[src/rtl/gdo_arbiter.sv]
// gdo_arbiter: round-robin front end sharing one signed Q8.8 add/sub/mult
// datapath between N_REQ requesters, one operation in flight at a time.
//
// Ports:
//   clk, rst          clock (rising edge), asynchronous active-high reset
//   req_valid[i]      requester i has an operation pending
//   req_ready[i]      one-hot combinational accept (only in IDLE)
//   req_op/a/b        per-requester op code and operands, packed by index
//   rsp_valid/ready   response handshake; rsp_* held until accepted
//   rsp_id            index of the requester the response belongs to
//   rsp_data          result (0 on illegal op)
//   rsp_err           1 when the op code was illegal (pow)
//   busy              FSM not in IDLE
//   op_count          completed responses, wraps at 16 bits
module gdo_arbiter #(
    parameter int unsigned N_REQ    = 3,
    parameter int unsigned DW       = 16,
    parameter int unsigned MULT_LAT = 2
) (
    input  logic                                         clk,
    input  logic                                         rst,
    input  logic [N_REQ-1:0]                             req_valid,
    output logic [N_REQ-1:0]                             req_ready,
    input  logic [2*N_REQ-1:0]                           req_op,
    input  logic [DW*N_REQ-1:0]                          req_a,
    input  logic [DW*N_REQ-1:0]                          req_b,
    output logic                                         rsp_valid,
    input  logic                                         rsp_ready,
    output logic [((N_REQ > 1) ? $clog2(N_REQ) : 1)-1:0] rsp_id,
    output logic [DW-1:0]                                rsp_data,
    output logic                                         rsp_err,
    output logic                                         busy,
    output logic [15:0]                                  op_count
);

    localparam int unsigned IDW  = (N_REQ > 1) ? $clog2(N_REQ) : 1;
    localparam int unsigned CW   = (MULT_LAT > 1) ? $clog2(MULT_LAT) : 1;
    localparam int unsigned FRAC = 8;

    localparam logic [1:0] OP_ADD  = 2'd0;
    localparam logic [1:0] OP_SUB  = 2'd1;
    localparam logic [1:0] OP_MULT = 2'd2;

    typedef enum logic [1:0] {
        IDLE = 2'd0,
        EXEC = 2'd1,
        RESP = 2'd2
    } state_t;

    state_t            state, state_d;
    logic [CW-1:0]     cnt, cnt_d;
    logic [1:0]        op_r, op_d;
    logic [DW-1:0]     a_r, a_d;
    logic [DW-1:0]     b_r, b_d;
    logic [IDW-1:0]    id_r, id_d;
    logic [IDW-1:0]    last_grant, last_grant_d;
    logic              rsp_valid_d;
    logic [IDW-1:0]    rsp_id_d;
    logic [DW-1:0]     rsp_data_d;
    logic              rsp_err_d;
    logic              busy_d;
    logic [15:0]       op_count_d;

    logic              grant_found;
    logic [IDW-1:0]    grant_idx;
    logic [IDW-1:0]    cand;
    logic [1:0]        sel_op;
    logic [DW-1:0]     sel_a;
    logic [DW-1:0]     sel_b;

    logic signed [2*DW-1:0] prod;
    logic [DW-1:0]          alu_res;
    logic                   alu_err;

    // Round-robin search starting one past the last winner.
    always_comb begin
        grant_found = 1'b0;
        grant_idx   = '0;
        cand        = '0;
        for (int unsigned k = 1; k <= N_REQ; k++) begin
            cand = IDW'((32'(last_grant) + k) % N_REQ);
            if (!grant_found && req_valid[cand]) begin
                grant_found = 1'b1;
                grant_idx   = cand;
            end
        end
        sel_op = req_op[32'(grant_idx)*2 +: 2];
        sel_a  = req_a[32'(grant_idx)*DW +: DW];
        sel_b  = req_b[32'(grant_idx)*DW +: DW];
    end

    // Shared datapath; mult keeps the Q8.8 window of the full product (floor).
    always_comb begin
        prod    = (2*DW)'($signed(a_r)) * (2*DW)'($signed(b_r));
        alu_res = '0;
        alu_err = 1'b0;
        case (op_r)
            OP_ADD:  alu_res = a_r + b_r;
            OP_SUB:  alu_res = a_r - b_r;
            OP_MULT: alu_res = DW'(prod >>> FRAC);
            default: alu_err = 1'b1;
        endcase
    end

    // State and datapath registers.
    always_ff @(posedge clk or posedge rst) begin
        if (rst) begin
            state      <= IDLE;
            cnt        <= '0;
            op_r       <= '0;
            a_r        <= '0;
            b_r        <= '0;
            id_r       <= '0;
            last_grant <= IDW'(N_REQ - 1);
            rsp_valid  <= 1'b0;
            rsp_id     <= '0;
            rsp_data   <= '0;
            rsp_err    <= 1'b0;
            busy       <= 1'b0;
            op_count   <= '0;
        end else begin
            state      <= state_d;
            cnt        <= cnt_d;
            op_r       <= op_d;
            a_r        <= a_d;
            b_r        <= b_d;
            id_r       <= id_d;
            last_grant <= last_grant_d;
            rsp_valid  <= rsp_valid_d;
            rsp_id     <= rsp_id_d;
            rsp_data   <= rsp_data_d;
            rsp_err    <= rsp_err_d;
            busy       <= busy_d;
            op_count   <= op_count_d;
        end
    end

    // Next-state and next-output logic.
    always_comb begin
        state_d      = state;
        cnt_d        = cnt;
        op_d         = op_r;
        a_d          = a_r;
        b_d          = b_r;
        id_d         = id_r;
        last_grant_d = last_grant;
        rsp_valid_d  = rsp_valid;
        rsp_id_d     = rsp_id;
        rsp_data_d   = rsp_data;
        rsp_err_d    = rsp_err;
        op_count_d   = op_count;
        req_ready    = '0;

        case (state)
            IDLE: begin
                if (grant_found) begin
                    req_ready    = N_REQ'(1) << grant_idx;
                    op_d         = sel_op;
                    a_d          = sel_a;
                    b_d          = sel_b;
                    id_d         = grant_idx;
                    last_grant_d = grant_idx;
                    // Counter holds remaining EXEC cycles minus one.
                    cnt_d        = (sel_op == OP_MULT) ? CW'(MULT_LAT - 1) : '0;
                    state_d      = EXEC;
                end
            end
            EXEC: begin
                if (cnt == '0) begin
                    rsp_valid_d = 1'b1;
                    rsp_data_d  = alu_res;
                    rsp_err_d   = alu_err;
                    rsp_id_d    = id_r;
                    state_d     = RESP;
                end else begin
                    cnt_d = cnt - CW'(1);
                end
            end
            RESP: begin
                if (rsp_ready) begin
                    rsp_valid_d = 1'b0;
                    op_count_d  = op_count + 16'd1;
                    state_d     = IDLE;
                end
            end
            default: state_d = IDLE;
        endcase

        busy_d = (state_d != IDLE);
    end

endmodule

[config.mk]
export PLATFORM = sky130hd
export DESIGN_NAME = gdo_arbiter
export DESIGN_NICKNAME = d
export VERILOG_FILES = /design/src/rtl/gdo_arbiter.sv
export SDC_FILE = /design/constraint.sdc
export NUM_CORES = 1
export LEC_CHECK = 0
export ABC_AREA = 1
export BUFFER_PORTS_ARGS = -buffer_cell sky130_fd_sc_hd__buf_2
export CAP_MARGIN = 40
export CORE_ASPECT_RATIO = 1.75
export CORE_MARGIN = 10
export CORE_UTILIZATION = 56
export DETAILED_ROUTE_END_ITERATION = 6
export MAX_ROUTING_LAYER = met4
export PLACE_DENSITY = 0.8
export SLEW_MARGIN = 30
export SYNTH_ARGS = -nofsm -noshare
export SYNTH_HDL_FRONTEND = slang
export SYNTH_SLANG_ARGS = --single-unit
[constraint.sdc]
create_clock -name clk -period 5.4 [get_ports clk]
set_input_delay 0.54 -clock clk [delete_from_list [all_inputs] [get_ports clk]]
set_output_delay 0.54 -clock clk [all_outputs]
set_load 0.02 [all_outputs]
## Word-level counts from Yosys, hierarchy flattened

Cells that the tools add are included.

| word-level totals | value |
|---|---|
| input bits | 108 |
| output and inout bits | 40 |
| register bits after elaboration | 78 |

| cells by class | value |
|---|---|
| shift operators | 4 |
| magnitude comparators | 3 |
| reduce and logical (&&, ||, !) cells | 15 |
| bitwise logic cells | 1 |
| $add $sub $neg | 7 |
| divide/modulo/power cells | 3 |
| muxes and demuxes | 27 |
| $mul | 1 |
| equal/unequal tests | 8 |

Operator list:

| operator | number |
|---|---|
| $mod A32 B2 Y32 const B | 3 |
| $shiftx A48 B7 Y16 | 2 |
| $pmux W16 S3 | 1 |
| $mul A16 B16 Y24 | 1 |
| $add A16 B1 Y16 const B | 1 |
| $add A16 B16 Y16 | 1 |
| $sub A16 B16 Y16 | 1 |
| $mux W1 | 12 |
| $mux W2 | 6 |
| $lt A2 B3 Y1 const B | 3 |
| $reduce_and A2 Y1 | 4 |
| $add A2 B2 Y3 const B | 2 |
| $bmux W1 S2 | 3 |
| $eq A2 B2 Y1 const B | 3 |
| $mux W3 | 2 |
| $ne A2 B2 Y1 const B | 3 |
| $pmux W2 S3 | 1 |
| $reduce_bool A2 Y1 | 3 |
| $shiftx A6 B4 Y2 | 1 |
| $eq A2 B1 Y1 const B | 2 |
| $logic_not A2 Y1 | 2 |
| $pmux W1 S2 | 2 |
| $add A2 B1 Y3 const B | 1 |
| $reduce_and A3 Y1 | 1 |
| 6 further kinds | 8 |

## Depth between registers and ports, before layout

Gate-level depths: netlist of run 1.

| depth | value |
|---|---|
| word-level depth | 16 |
| mapped depth | 31 |

## Worst setup path after synthesis of run 1

OpenSTA, ideal clock, no wires.

| timing path | value |
|---|---|
| kind | register -> register |
| start | reg a_r[5] |
| end | reg rsp_data[13] |
| arrival | 5.578 ns |
| period minus slack after synthesis | 5.695 ns |
| library setup time | 0.117 ns |
| buffers on the path | 2 |
| stages on the path, launching flop included | 24 |
| required time | 5.283 ns |
| slack | -0.295 ns |
| cells stage by stage | dfrtp_1 clkbuf_1 clkbuf_1 nor2_1 fa_1 inv_1 fa_1 inv_1 fa_1 fa_1 fa_1 inv_1 fa_1 inv_1 ha_1 a21o_1 o21bai_1 a21oi_1 nand3_1 or2_2 nand3_1 o21ai_0 nand2_1 nand2_1 |

| between the ends | value |
|---|---|
| cells in the longest elaborated chain, start to end | 2 |

Ends and longest elaborated chain:

| item | RTL line | source |
|---|---|---|
| from (decl) | 53 | `logic [DW-1:0] a_r, a_d;` |
| from (signal assigned) | 111 | `a_r <= '0;` |
| from (signal assigned) | 125 | `a_r <= a_d;` |
| $mul A16 B16 Y24, or another cell as far along | 94 | `prod = (2*DW)'($signed(a_r)) * (2*DW)'($signed(b_r));` |
| $pmux W16 S3 * | 97 | `case (op_r)` |
| to (signal assigned) | 131 | `rsp_data <= rsp_data_d;` |
| to (decl) | 30 | `output logic [DW-1:0] rsp_data,` |

Mark *: on every way between the ends. The rest lies on a longest branch, timed or not.
A chain may end at the register's enable or synchronous reset.

## Worst setup path in the final report of run 1

| timing path | value |
|---|---|
| start | reg a_r[6] |
| end | reg rsp_data[13] |

Same word-level chain as after synthesis.

==> summary.txt, run 1 <==
Status
  – Status: finished with violations
  – Violated checks: setup timing

Global route
  – Maximum number of pins on one net before global-route repair: slightly below 80
  – Total track usage: 31.2%
  – Remaining global-route overflow: 0
  – Vias in the first global route: 14031
  – Antenna violations before repair: 0
  – First-pass GRT wire length: 71.6 mm

Floorplan
  – Area of the die: 0.0306 mm2
  – Die height: 224 um
  – Core Box Area: 0.0234 mm2
  – # IOs: 148
  – Die Wd: roughly 140 um
  – Starting density of the core: 56.8%
  – Site row count: 74

Yosys
  – Sequential element share of the synthesized area: approximately 14%
  – Mapped Nets: 2250
  – Mapped Cells: 1866
  – Synth Area per Inst: between 7 and 8 um2
  – Synth area leaders: fa_1 (28%), nand2_1 (16%), dfrtp_1 (14%)
  – FF+latch count, synth: 77
  – Yosys warns: 0
  – Top-area cell type share of the netlist area: 28.1%
  – Fraction of registers with async set or reset after synthesis: 100%
  – Post-synth EDFFs: 0
  – Leading area contributor after synthesis: fa_1
  – Post-Syn Area: 0.0133 mm2
  – Synth Flop Type: dfrtp_1
  – Synth unique cells: 46

Critical path
  – Crit path capture type: flop
  – Max FO, Critical Path: 6
  – Cell mode on critical path: inv_2
  – Slack of the worst reg-to-reg path: -0.11 ns
  – Critical Path AT: 5.76 ns
  – CP Buf/Inv Count: 7
  – CP top delay family: adder cells
  – Worst path required time: around 5.7 ns
  – Crit-path slowest cell: fa_1
  – CP startpoint kind: flop
  – Worst Setup Path Type: flop to flop
  – CP peak stage delay: about 0.56 ns

Clock tree
  – Clock transition at path regs: 0.06 ns
  – CTS sink count: 77
  – TritonCTS clock tree: built
  – Clock Path Buffers: 2
  – Total CTS buffers: 9
  – Post-CTS Hold Buffers: 0
  – Clk_lat worst skew: 0.36 ns
  – CTS H-tree depth: 3
  – Root Buffer: clkbuf_16

Detailed routing
  – DR vias/cell: 5.36
  – Met2 wire length: about 25 mm
  – M1 WL: 15.6 mm
  – DRC: 0
  – Met3 WL: roughly 2.4 mm
  – Top routing layer in use: met4
  – 1st-iter DRT viols: 866
  – Final WL: approximately 47 mm
  – Post-route ant nets: 0
  – Drt wl/cell: ~19 um
  – Vias: ~13000
  – DR pass1 iterations: 7

Min path
  – Hold Crit Class: input port to async pin

STA
  – Post-route setup slack: -0.107 ns
  – Clk_skew: 0.00580 ns
  – RSZ-0062 raised after global routing: yes
  – Period utilization: 102%
  – Worst-margin pin slew: ~0.84 ns
  – Slew headroom: ~44%
  – Final hold vios: 0
  – Min cycle time layout: 5.51 ns
  – Fmax achieved: 182 MHz
  – Max Slew Vio Count: 0
  – Final Setup Violations: 11

Place
  – DP Area: 0.0153 mm2
  – Cell Count Post-Placement: 2395
  – Post-DP HPWL: about 37 mm
  – Port buffer count: about 150
  – GP Congestion: 0.998

Layout
  – Area delta synth->final: 29.8%
  – Post-route cell area: 0.0173 mm2
  – Final Non-Filler Cells: 2487
  – Fill count: around 1800
  – Ant diodes: 0
  – Proportion of layout cells with a drive suffix above 1: 31.1%
  – Nets@finish: roughly 2600

Run
  – Max Cap Viol: 0
-- sequential cells by signal (all words and copies together) (netlist names), 2 cells and up --
signal / count
rsp_data: 16
rsp_id: 2
b_r: 16
a_r: 16
op_count: 16
op_r: 2
state: 2
id_r: 2
-- logic make-up after synthesis --
family	count (synthesis)	synth area share [%]
AND/OR/NAND/NOR	787	24.4
buffers and inverters	538	15.6
adder cells (fa/ha/maj)	276	36.5
AO/OA/AOI/OAI	156	6.96
flip-flops	77	14.5
XOR/XNOR	32	2.11
-- per-layer routing --
metal,up-vias,GRT usage (%)
met5,-,-
met2,548,55.2
met4,0,20.2
met3,205,3.54
li1,6139,-
met1,6429,31.6
-- layout by cell type (no fill, tap or decap), types with 5 or more instances in the layout --
cell and count:
fa_2 23, a21oi_1 39, nand2_2 37, nand2_1 519, ha_1 72, fa_1 164, o21ai_2 14, buf_2 147
nor2_1 56, nor2_2 9, nor3_1 9, a21o_1 11, o21ai_0 28, clkbuf_16 9, nor2_4 9, nand3_1 74
buf_4 170, xor2_1 19, nand2_4 18, nand4_1 19, ha_4 16, buf_6 45, dfrtp_1 48, dfrtp_2 28
or2_2 5, nand3_2 11, inv_2 79, nand3b_1 9, a21oi_4 9, inv_1 383, a21oi_2 10, xnor2_1 13
o21ai_1 20, buf_12 8
-- worst reg2reg max path, delay by kind of cell (launching register included) --
kind / cells / cell delay (ns)
AOI/OAI and AO/OA: 4 / 0.51
and+or+nand+nor: 7 / 0.61
adders and majority gates: 7 / 3.34
buffers and inverters: 7 / 0.50
DFF: 1 / 0.43
-- cells in the mapped netlist (all sizes together), types with 8 or more instances --
master  number
nor3        14
ha          89
or2          8
nand3b       9
a21oi       58
o21ai       64
fa         187
nand2      575
clkbuf      44
xnor2       13
xor2        19
nor2        74
inv        465
nand4       19
dfrtp       76
buf         27
a21o        11
nand3       85
-- through the flow --
step           util (%)  worst slack, ns  hold slack, ns  setup TNS (ns)
2_1_floorplan         -          -0.0445           0.475         -0.0513
3_3_place_gp       65.3           -0.557           0.457           -6.35
3_5_place_dp       65.4           -0.548           0.461           -6.53
4_1_cts            70.9          -0.0739           0.371          -0.357
5_1_grt            73.7           -0.302           0.382           -3.45
6_report           73.7           -0.107           0.377          -0.678
-- area by class of cell --
cell class	count	area [um2]	share of cell area (%)
Clock buffer	10	239	1.38
Clock inverter	4	26.3	0.152
Inverter	467	1770	10.2
Multi-Input combinational cell	1251	10200	58.8
Sequential cell	77	1960	11.4
Tap cell	304	380	2.20
Timing Repair Buffer	374	2740	15.9
-- path summary, 6_finish.rpt --
path	from	to	depth (start not counted)
worst max register to register	a_r[6]	rsp_data[13]	25
min in group clk	req_a[11]	a_r[11]	3
worst min-delay path	rst	op_r[1]	3
max in group asynchronous	rst	a_r[15]	3
worst min register to register	rsp_data[11]	rsp_data[11]	2
worst max-delay path	a_r[6]	rsp_data[13]	25
-- what timing repair did --
| action | CTS | global route |
|---|---|---|
| pin swaps | 128 | 112 |
| endpoints found under the setup margin | 15 | 15 |
| setup buffers | 47 | 30 |
| resized for setup | 207 | 144 |
Power of run 1 is not shown: default switching activity piles up to over one toggle a cycle in this logic, so the estimate is an artifact.
==> run 2, diff against run 1 <==
--- a/config.mk
+++ b/config.mk
@@ -7,7 +7,7 @@
 export LEC_CHECK = 0
 export ABC_AREA = 1
 export BUFFER_PORTS_ARGS = -buffer_cell sky130_fd_sc_hd__buf_2
-export CAP_MARGIN = 40
+export CAP_MARGIN = 10
 export CORE_ASPECT_RATIO = 1.75
 export CORE_MARGIN = 10
 export CORE_UTILIZATION = 56
==> constraint.sdc (replaced) <==
create_clock -name clk -period 5.4 [get_ports clk]
set_input_delay 1.08 -clock clk [delete_from_list [all_inputs] [get_ports clk]]
set_output_delay 1.08 -clock clk [all_outputs]
set_load 0.02 [all_outputs]
==> run 2 against run 1 <==
  * The flow still finishes with violations (setup timing)
  * Sequential cell count unchanged
  * Critical path depth down 2
  * Register-to-register slack worse by 0.28 ns
==> summary.txt, run 2 (synthesis results as in run 1) <==
Layout
  – Area delta synth->final: 29.0%
  – Fill count: 1724
  – Most common cell after layout, fill and taps aside: nand2_1
  – Ant diodes: 0
  – Proportion of layout cells with a drive suffix above 1: 28.8%
  – Commonest non-fill, non-tap cells in the layout: nand2_1 (533), inv_1 (406), buf_4 (172)
  – Nets@finish: between 2000 and 3000

Detailed routing
  – Final WL: 49.7 mm
  – DR vias/cell: ~5.5
  – DRC: 0
  – 1st-iter DRT viols: between 1000 and 1500
  – Drt wl/cell: about 20 um
  – Vias: 13749
  – Post-route ant nets: 0
  – DR pass1 iterations: 5

Clock tree
  – TritonCTS clock tree: built
  – Clock transition at path regs: approximately 0.070 ns
  – CTS sink count: 77
  – Post-CTS Hold Buffers: 0
  – CTS H-tree depth: 3
  – Clock Path Buffers: 2
  – Total CTS buffers: 9
  – Root Buffer: clkbuf_16
  – Clk_lat worst skew: 0.36 ns

STA
  – Fmax achieved: 173 MHz
  – RSZ-0062 raised after global routing: yes
  – Period utilization: 107%
  – Max Slew Vio Count: 0
  – Slew headroom: 43.0%
  – Min cycle time layout: 5.79 ns
  – Final setup TNS: -1.93 ns
  – Post-route setup slack: -0.391 ns
  – Clk_skew: 0.00913 ns
  – Final hold vios: 0
  – Final Setup Violations: 9
  – Hold Slack: 0.480 ns
  – Worst-margin pin slew: 0.855 ns

Floorplan
  – Core Box Area: 0.0234 mm2
  – Die height: 224 um
  – Starting density of the core: 56.8%
  – # IOs: approximately 150
  – Area of the die: 0.0306 mm2
  – Die Wd: between 100 and 150 um
  – Site row count: 74

Status
  – Status: finished with violations
  – Violated checks: setup timing

Critical path
  – Critical Path AT: ~6 ns
  – FF-to-FF End: rsp_data[12]
  – Worst reg2reg path depth: 23
  – Worst path required time: 5.65 ns
  – Reg2reg start: b_r[5]
  – Crit path capture type: flop
  – CP startpoint kind: flop
  – Critical Path End: rsp_data[12]
  – Slack of the worst reg-to-reg path: -0.39 ns
  – Max FO, Critical Path: 5
  – Worst Setup Path Type: flop to flop
  – Critical Path Start: b_r[5]

Global route
  – First-pass GRT wire length: 73.7 mm
  – Total track usage: 31.8%
  – Maximum number of pins on one net before global-route repair: 43
  – Remaining global-route overflow: 0
  – Vias in the first global route: 14799
  – Antenna violations before repair: 0

Min path
  – Hold Crit Start: op_count[15]
  – Hold Crit Class: flop to flop

Place
  – Port buffer count: 147
  – GP Congestion: about 1.0
  – Post-DP HPWL: between 30 and 40 mm

Run
  – Max Cap Viol: 0
[run 2: cell types whose count changed in the layout (fill, tap and decap cells not counted), sizes merged]
cell | previous run | this run
bufinv | 0 | 1
clkbuf | 10 | 11
clkinv | 6 | 4
clkinvlp | 1 | 2
inv | 464 | 466
[run 2: what timing repair did]
item | in CTS | in global routing
endpoints found under the setup margin | 15 | 15
gates resized for setup | 176 | 108
buffers inserted | 64 | 12
pin swaps | 115 | 80
cloned | 0 | 1
endpoints found under the hold margin | 0 | 0
[run 2: routing by layer]
metal	vias up	track usage (%)	part of all wire (%)
met5	-	-	0
met4	0	23.9	9.1
met3	332	4.66	7.4
met2	769	57.0	52
met1	6497	29.4	31
li1	6151	-	-
[run 2: cell type report]
| type | instances | area, um2 | share of cell area (%) |
|---|---|---|---|
| Clock buffer | 10 | 229 | 1.33 |
| Tap cell | 304 | 380 | 2.22 |
| Sequential cell | 77 | 1960 | 11.4 |
| Clock inverter | 6 | 71.3 | 0.416 |
| Inverter | 467 | 1760 | 10.3 |
| Timing Repair Buffer | 375 | 2730 | 15.9 |
| Multi-Input combinational cell | 1251 | 10000 | 58.4 |
[run 2: worst min path at each step]
stage	depth (start not counted)	end	slack (ns)
after floorplan	2	op_r[0]	0.47
after global placement	2	rsp_valid	0.46
after detailed placement	2	rsp_data[2]	0.46
after CTS	1	op_count[15]	0.48
after global routing	1	op_count[15]	0.50
final	1	op_count[15]	0.48
[run 2: through the flow]
| stage | cells | utilization (%) | setup WS, ns | cell area [um2] |
|---|---|---|---|---|
| floorplan | 1866 | - | -0.0445 | 13500 |
| global placement | 2399 | 65.5 | -0.739 | 15300 |
| detailed placement | 2399 | 65.5 | -0.673 | 15300 |
| CTS | 2479 | 71.3 | -0.120 | 16700 |
| global route | 2490 | 73.3 | -0.562 | 17200 |
| finish | 2490 | 73.3 | -0.391 | 17200 |
[run 2: worst max-delay path, cell delays in order, from the launching register on]
cell       delay [ns]
dfrtp_2          0.46
clkbuf_16        0.19
nand2_1          0.17
inv_1            0.14
fa_1             0.54
inv_1            0.08
fa_1             0.53
inv_1            0.07
fa_2             0.55
fa_1             0.42
fa_1             0.57
inv_1            0.07
fa_1             0.53
inv_2            0.05
ha_4             0.32
nand2_4          0.10
buf_4            0.16
nor3_4           0.19
nand4_1          0.15
nand3_2          0.11
nand2_1          0.05
nand3_1          0.07
nand3_1          0.07
o21a_1           0.12
Power of run 2 is left out for the same reason.
